## src/rtl/csel_add_arbiter.sv

```systemverilog
// rtl/csel_add_arbiter.sv - two-requester round-robin front end for a shared 2-bit carry-select adder slice
// One WIDTH-bit add per transaction, sequenced over WIDTH/2 cycles with a registered ripple carry.
module csel_add_arbiter #(
   parameter int WIDTH = 64
) (
   input  logic             clk,
   input  logic             rst,
   input  logic             req0_valid,
   output logic             req0_ready,
   input  logic [WIDTH-1:0] req0_a,
   input  logic [WIDTH-1:0] req0_b,
   input  logic             req0_cin,
   input  logic             req1_valid,
   output logic             req1_ready,
   input  logic [WIDTH-1:0] req1_a,
   input  logic [WIDTH-1:0] req1_b,
   input  logic             req1_cin,
   output logic             rsp_valid,
   input  logic             rsp_ready,
   output logic [WIDTH-1:0] rsp_sum,
   output logic             rsp_cout,
   output logic             rsp_id
);

   localparam int NSLICE = WIDTH / 2;
   localparam int CW = (NSLICE > 1) ? $clog2(NSLICE) : 1;
   localparam logic [CW-1:0] LAST = CW'(NSLICE - 1);

   typedef enum logic [1:0] {IDLE, RUN, DONE} state_t;

   state_t           state_q, state_d;
   logic [WIDTH-1:0] a_q, a_d;
   logic [WIDTH-1:0] b_q, b_d;
   logic [WIDTH-1:0] sum_q, sum_d;
   logic             c_q, c_d;
   logic             cout_q, cout_d;
   logic             id_q, id_d;
   logic             last_q, last_d;
   logic [CW-1:0]    cnt_q, cnt_d;
   logic             rst_seen_q;

   logic             grant;
   logic             accept_en;
   logic [CW:0]      idx;
   logic [1:0]       sa, sb;
   logic             s0, c0, s1, sc;

   always_comb begin
      // Tie goes to the requester that did not win last time.
      grant      = (req0_valid && req1_valid) ? ~last_q : req1_valid;
      accept_en  = (state_q == IDLE) && !rst_seen_q;
      req0_ready = accept_en && req0_valid && !grant;
      req1_ready = accept_en && req1_valid && grant;

      idx = {cnt_q, 1'b0};
      sa  = a_q[idx +: 2];
      sb  = b_q[idx +: 2];
      s0  = sa[0] ^ sb[0] ^ c_q;
      c0  = (sa[0] & sb[0]) | ((sa[0] ^ sb[0]) & c_q);
      // Upper bit is precomputed for both carries; the low-bit carry picks one.
      s1  = c0 ? ~(sa[1] ^ sb[1]) : (sa[1] ^ sb[1]);
      sc  = c0 ? (sa[1] | sb[1])  : (sa[1] & sb[1]);

      state_d = state_q;
      a_d     = a_q;
      b_d     = b_q;
      sum_d   = sum_q;
      c_d     = c_q;
      cout_d  = cout_q;
      id_d    = id_q;
      last_d  = last_q;
      cnt_d   = cnt_q;

      case (state_q)
         IDLE: begin
            if (req0_ready || req1_ready) begin
               a_d     = grant ? req1_a   : req0_a;
               b_d     = grant ? req1_b   : req0_b;
               c_d     = grant ? req1_cin : req0_cin;
               id_d    = grant;
               last_d  = grant;
               cnt_d   = '0;
               state_d = RUN;
            end
         end
         RUN: begin
            sum_d[idx +: 2] = {s1, s0};
            c_d   = sc;
            cnt_d = cnt_q + 1'b1;
            if (cnt_q == LAST) begin
               cout_d  = sc;
               cnt_d   = '0;
               state_d = DONE;
            end
         end
         DONE: begin
            if (rsp_ready) begin
               state_d = IDLE;
            end
         end
         default: state_d = IDLE;
      endcase
   end

   always_ff @(posedge clk) begin
      if (rst) begin
         state_q    <= IDLE;
         a_q        <= '0;
         b_q        <= '0;
         sum_q      <= '0;
         c_q        <= 1'b0;
         cout_q     <= 1'b0;
         id_q       <= 1'b0;
         last_q     <= 1'b1;
         cnt_q      <= '0;
         rst_seen_q <= 1'b1;
      end else begin
         state_q    <= state_d;
         a_q        <= a_d;
         b_q        <= b_d;
         sum_q      <= sum_d;
         c_q        <= c_d;
         cout_q     <= cout_d;
         id_q       <= id_d;
         last_q     <= last_d;
         cnt_q      <= cnt_d;
         rst_seen_q <= 1'b0;
      end
   end

   assign rsp_valid = (state_q == DONE);
   assign rsp_sum   = sum_q;
   assign rsp_cout  = cout_q;
   assign rsp_id    = id_q;

endmodule

```

## config.mk

```make
export PLATFORM = sky130hd
export DESIGN_NAME = csel_add_arbiter
export DESIGN_NICKNAME = d
export VERILOG_FILES = /design/src/rtl/csel_add_arbiter.sv
export SDC_FILE = /design/constraint.sdc
export NUM_CORES = 1
export LEC_CHECK = 0
export CAP_MARGIN = 20
export CORE_AREA = 2 2 156 158
export DETAILED_ROUTE_END_ITERATION = 8
export DIE_AREA = 0 0 158 160
export GPL_TIMING_DRIVEN = 0
export MAX_ROUTING_LAYER = met4
export PLACE_DENSITY = 0.76
export SYNTH_ARGS = -nofsm -noshare
export SYNTH_HDL_FRONTEND = slang
export SYNTH_SLANG_ARGS = --single-unit
export TNS_END_PERCENT = 5
```

## constraint.sdc

```tcl
create_clock -name clk -period 6.9 [get_ports clk]
set_clock_uncertainty 0.05 [all_clocks]
set_input_delay 1.38 -clock clk [delete_from_list [all_inputs] [get_ports clk]]
set_output_delay 1.38 -clock clk [all_outputs]
set_load 0.01 [all_outputs]
```

==> summary.txt, run 1 <==
Timing
  • Setup Viol. Count Final: 0
  • Post-route fraction of the period consumed by the critical path: about four fifths
  • Maximum frequency from static timing analysis: 0.183 GHz
  • Final number of max-transition violations: 0
  • Min Tclk post-route: 5460 ps
  • Worst hold slack: roughly 420 ps
  • Worst setup slack after layout: approximately 1400 ps
  • Transition time at the pin with the least slew margin: between 800 and 900 ps
  • Setup repair after global routing missed its margin: no
  • Number of hold violations in the final report: 0
  • Relative max-transition margin: between 40% and 50%
  • Total negative slack for setup checks: 0 ps

Die
  • Row Count: 57
  • Starting density of the core: 43.9%
  • Die area: 25300 um2
  • Core box area: ~24000 um2
  • Die H: about 160 um
  • Horizontal extent of the die: 158 um
  • # IOs: 332

Pwr
  • Fraction of power consumed by combinational cells: 18.6%
  • Part of the power in registers: 42.1%
  • Net switching component of the power: between 800 and 900 uW
  • Peak supply drop: 115 uV
  • Proportion of power drawn by the clock network: 39.3%
  • Switching fraction of total power: 26.2%
  • Total power density per cell area: 205 nW/um2
  • Overall power after layout: 3060 uW
  • Leak: 0.00559 uW
  • Internal Pwr Total: 2260 uW

Critical path
  • Capturing point of the worst reg2reg path: rsp_sum[55]
  • Setup crit end kind: output pin
  • Number of cells on the worst reg-to-reg path: 11
  • Data required time of the critical path: between 5000 and 6000 ps
  • Flop2flop setup slack: 2220 ps
  • Worst R2R Start: cnt_q[2]
  • Worst-path cell with the longest stage delay: sky130_fd_sc_hd__clkbuf_1
  • Critical path launch point type: primary input
  • Setup CP Type: in -> out
  • Maximum net fanout on the critical path: 10
  • Total buffers and inverters traversed by the critical path: 5
  • Arrival time of the worst setup path: 4030 ps
  • Cell family with the largest share of critical-path delay: buffers and inverters
  • Max incr delay on CP: around 570 ps
  • Cell-by-cell trace of the critical path: clkdlybuf4s50_1, a21boi_0, buf_2, clkbuf_1, buf_2, and2_1, clkdlybuf4s50_1

Synthesis
  • Library cell with the largest summed area after synthesis: sky130_fd_sc_hd__dfxtp_1
  • EDFF count, synth: 0
  • Commonest cells in the synthesized netlist: sky130_fd_sc_hd__mux2i_1 (211), sky130_fd_sc_hd__dfxtp_1 (204), sky130_fd_sc_hd__nor2_1 (142)
  • Number of distinct library cells after synthesis: 61
  • Portion of the post-synthesis area used by sequential elements: 39.0%
  • Average footprint of a synthesized cell: between 9 and 10 um2
  • Instance count of the mapped netlist: about 1100
  • Synthesized area: ~10000 um2
  • Warning count from the yosys run: 0
  • Flip-flop and latch count after synthesis: 204
  • Biggest area contributors in the synthesized netlist: sky130_fd_sc_hd__dfxtp_1 (39%), sky130_fd_sc_hd__mux2i_1 (20%), sky130_fd_sc_hd__a211oi_1 (9.8%), sky130_fd_sc_hd__mux4_2 (5.2%), sky130_fd_sc_hd__nor2_1 (5.1%)
  • Number of nets produced by synthesis: 1333
  • Async set-reset flop share out of synthesis: 0%
  • Share of the synthesized area in the top cell type: between 30% and 40%
  • Most common cell in the synthesized netlist: sky130_fd_sc_hd__mux2i_1
  • Top_reg_cell synth: sky130_fd_sc_hd__dfxtp_1

Clock tree
  • Total CTS buffers: 22
  • Number of buffers on the longest clock path: 3
  • Post-CTS setup buffer count: 0
  • Cells resized by post-CTS repair: 0
  • Clock transition time at the flip-flop clock pins of the worst setup and hold paths: 60 ps
  • Maximum level of the CTS H-tree: 1
  • Clock Sinks: 204
  • TritonCTS clock tree: built
  • Source-to-sink clock delay at the later pin of the worst-skew pair: 510 ps
  • Root cell of the clock tree: sky130_fd_sc_hd__clkbuf_16
  • Hold bufs inserted after CTS: 0

Layout
  • Post-Layout Cell Count: 1756
  • FILL cells: 2095
  • Syn-to-layout area delta: 42.6%
  • Diode count: 0
  • Fraction of final layout cells sized beyond drive strength 1: 9.64%
  • Area used by multi-input combinational logic: roughly 5900 um2
  • # nets final: 1688
  • Combined flip-flop and latch cell area: 4080 um2

Routing
  • Routed len/inst: about 19 um
  • DRC violations left: 0
  • Final Routed Wirelength: between 30000 and 40000 um
  • Iteration-0 DRC Markers: around 510
  • Iteration count of the initial detailed-routing pass: 4
  • Antenna viol nets, final: 0
  • DR vias/cell: 5.39
  • Total vias in the final route: about 9500

Worst hold path
  • Count of cells along the worst hold path: 2
  • Worst min-delay path class: reg -> reg
  • Endpoint, Worst Hold: rsp_sum[24]
  • Min-delay src: rsp_sum[24]

Global routing
  • Wire length of the first global-routing pass: 52000 um
  • Congestion Overflow GR: 0
  • Overall fraction of global-route tracks in use: 27.2%
  • Antenna violations before repair: 0
  • Via count of the first global-routing pass: 9743
  • Pin count of the biggest net entering global routing: 15

Job
  • Max-cap violation count: 0

Status
  • Status: completed

Placed design
  • IO Port Bufs: 331
  • Place WS: roughly 1500 ps
  • Dpl hpwl: 26900 um
  • Gp weighted congestion: 0.886
  • Total placed cells including tap cells: 1716
worst max-delay path by stage:
stage	startpoint	to	slack, ps	depth (start not counted)
after floorplan	req1_valid	req1_ready	3100	5
after global placement	req1_valid	req1_ready	1520	7
after detailed placement	req1_valid	req1_ready	1490	7
after CTS	req1_valid	req1_ready	1480	7
after global routing	req1_valid	req1_ready	1310	7
final	req1_valid	req1_ready	1440	7
routing by layer:
layer	up-vias	global-route usage (%)	wire length [um]
met3	56	3.96	1810
met1	4429	31.5	13600
met4	0	8.39	971
li1	4635	-	-
met5	-	-	0
met2	351	48.2	17600
tightest hold or removal path: stages, from the launching register on:
cell and delay [ps]:
sky130_fd_sc_hd__dfxtp_1 310, sky130_fd_sc_hd__nand2b_1 60, sky130_fd_sc_hd__mux2i_1 60
registers in the layout, indices dropped and copies added, names as in the netlist:
name	flops
last_q	1
rsp_id	1
rst_seen_q	1
rsp_sum	64
b_q	64
a_q	64
cnt_q	5
c_q	1
rsp_cout	1
state_q	2
cell usage in the layout (no fill, tap or decap), types with 5 or more instances in the layout:
cell,n
sky130_fd_sc_hd__clkdlybuf4s50_1,331
sky130_fd_sc_hd__mux2i_1,211
sky130_fd_sc_hd__dfxtp_1,204
sky130_fd_sc_hd__nor2_1,142
sky130_fd_sc_hd__a211oi_1,137
sky130_fd_sc_hd__nand2b_1,75
sky130_fd_sc_hd__buf_2,49
sky130_fd_sc_hd__clkbuf_1,35
sky130_fd_sc_hd__nand2_1,28
sky130_fd_sc_hd__mux4_2,24
sky130_fd_sc_hd__clkbuf_16,22
sky130_fd_sc_hd__a21oi_1,13
sky130_fd_sc_hd__nor2b_1,9
sky130_fd_sc_hd__o311ai_1,8
sky130_fd_sc_hd__ha_1,8
sky130_fd_sc_hd__nand3_1,7
sky130_fd_sc_hd__and3_1,7
sky130_fd_sc_hd__nor3_1,7
sky130_fd_sc_hd__o221ai_1,6
sky130_fd_sc_hd__inv_1,6
sky130_fd_sc_hd__and2_1,6
sky130_fd_sc_hd__o211ai_1,6
sky130_fd_sc_hd__clkinv_2,6
sky130_fd_sc_hd__buf_4,5
sky130_fd_sc_hd__a211oi_2,5
area by class of cell:
| class | instances | area share, % |
|---|---|---|
| multi-input combinational | 762 | 39.8 |
| clock inverter | 12 | 0.880 |
| tap | 324 | 2.72 |
| sequential | 204 | 27.4 |
| timing repair buffer | 331 | 22.2 |
| clock buffer | 28 | 4.11 |
| buffer | 89 | 2.82 |
| inverter | 6 | 0.151 |
logic make-up (layout without fill, tap and decap cells):
kind of cell / count (synthesis) / after routing / share of synthesized area [%]
AND/OR/NAND/NOR: 306 / 306 / 14.7
multiplexers: 237 / 237 / 25.6
AO/OA/AOI/OAI: 209 / 209 / 15.3
flip-flops: 204 / 204 / 39.0
buffers and inverters: 95 / 466 / 4.24
adder cells (fa/ha/maj): 9 / 9 / 1.15
XOR/XNOR: 1 / 1 / 0.0837
power groups by stage:
stage / combinational (uW) / clock [uW] / sequential, uW
2_1_floorplan: 313 / 0 / 1300
3_3_place_gp: 562 / 0 / 1310
3_5_place_dp: 569 / 0 / 1310
4_1_cts: 571 / 1220 / 1290
5_1_grt: 618 / 1260 / 1300
6_report: 571 / 1200 / 1290
stage by stage:
stage	utilization [%]	instance area, um2
after global placement	59.6	14200
after global routing	62.7	14900
after detailed placement	59.6	14200
after floorplan	-	10500
final	62.7	14900
after CTS	62.7	14900
Power figures use the tool's default switching activity.
==> run 2: changes to the inputs <==
Clock period 6.9 ns to 5.4 ns, I/O delays scaled along.
==> results of run 2 <==
Same layout as run 1 (identical final DEF). Status: completed.
Among the figures that moved: setup slack after placement 1490 ps -> 587 ps; setup slack after layout 1440 ps -> 544 ps; register-to-register setup slack 2220 ps -> 720 ps; total power 3060 uW -> 3910 uW; worst IR drop on VDD 115 uV -> 147 uV
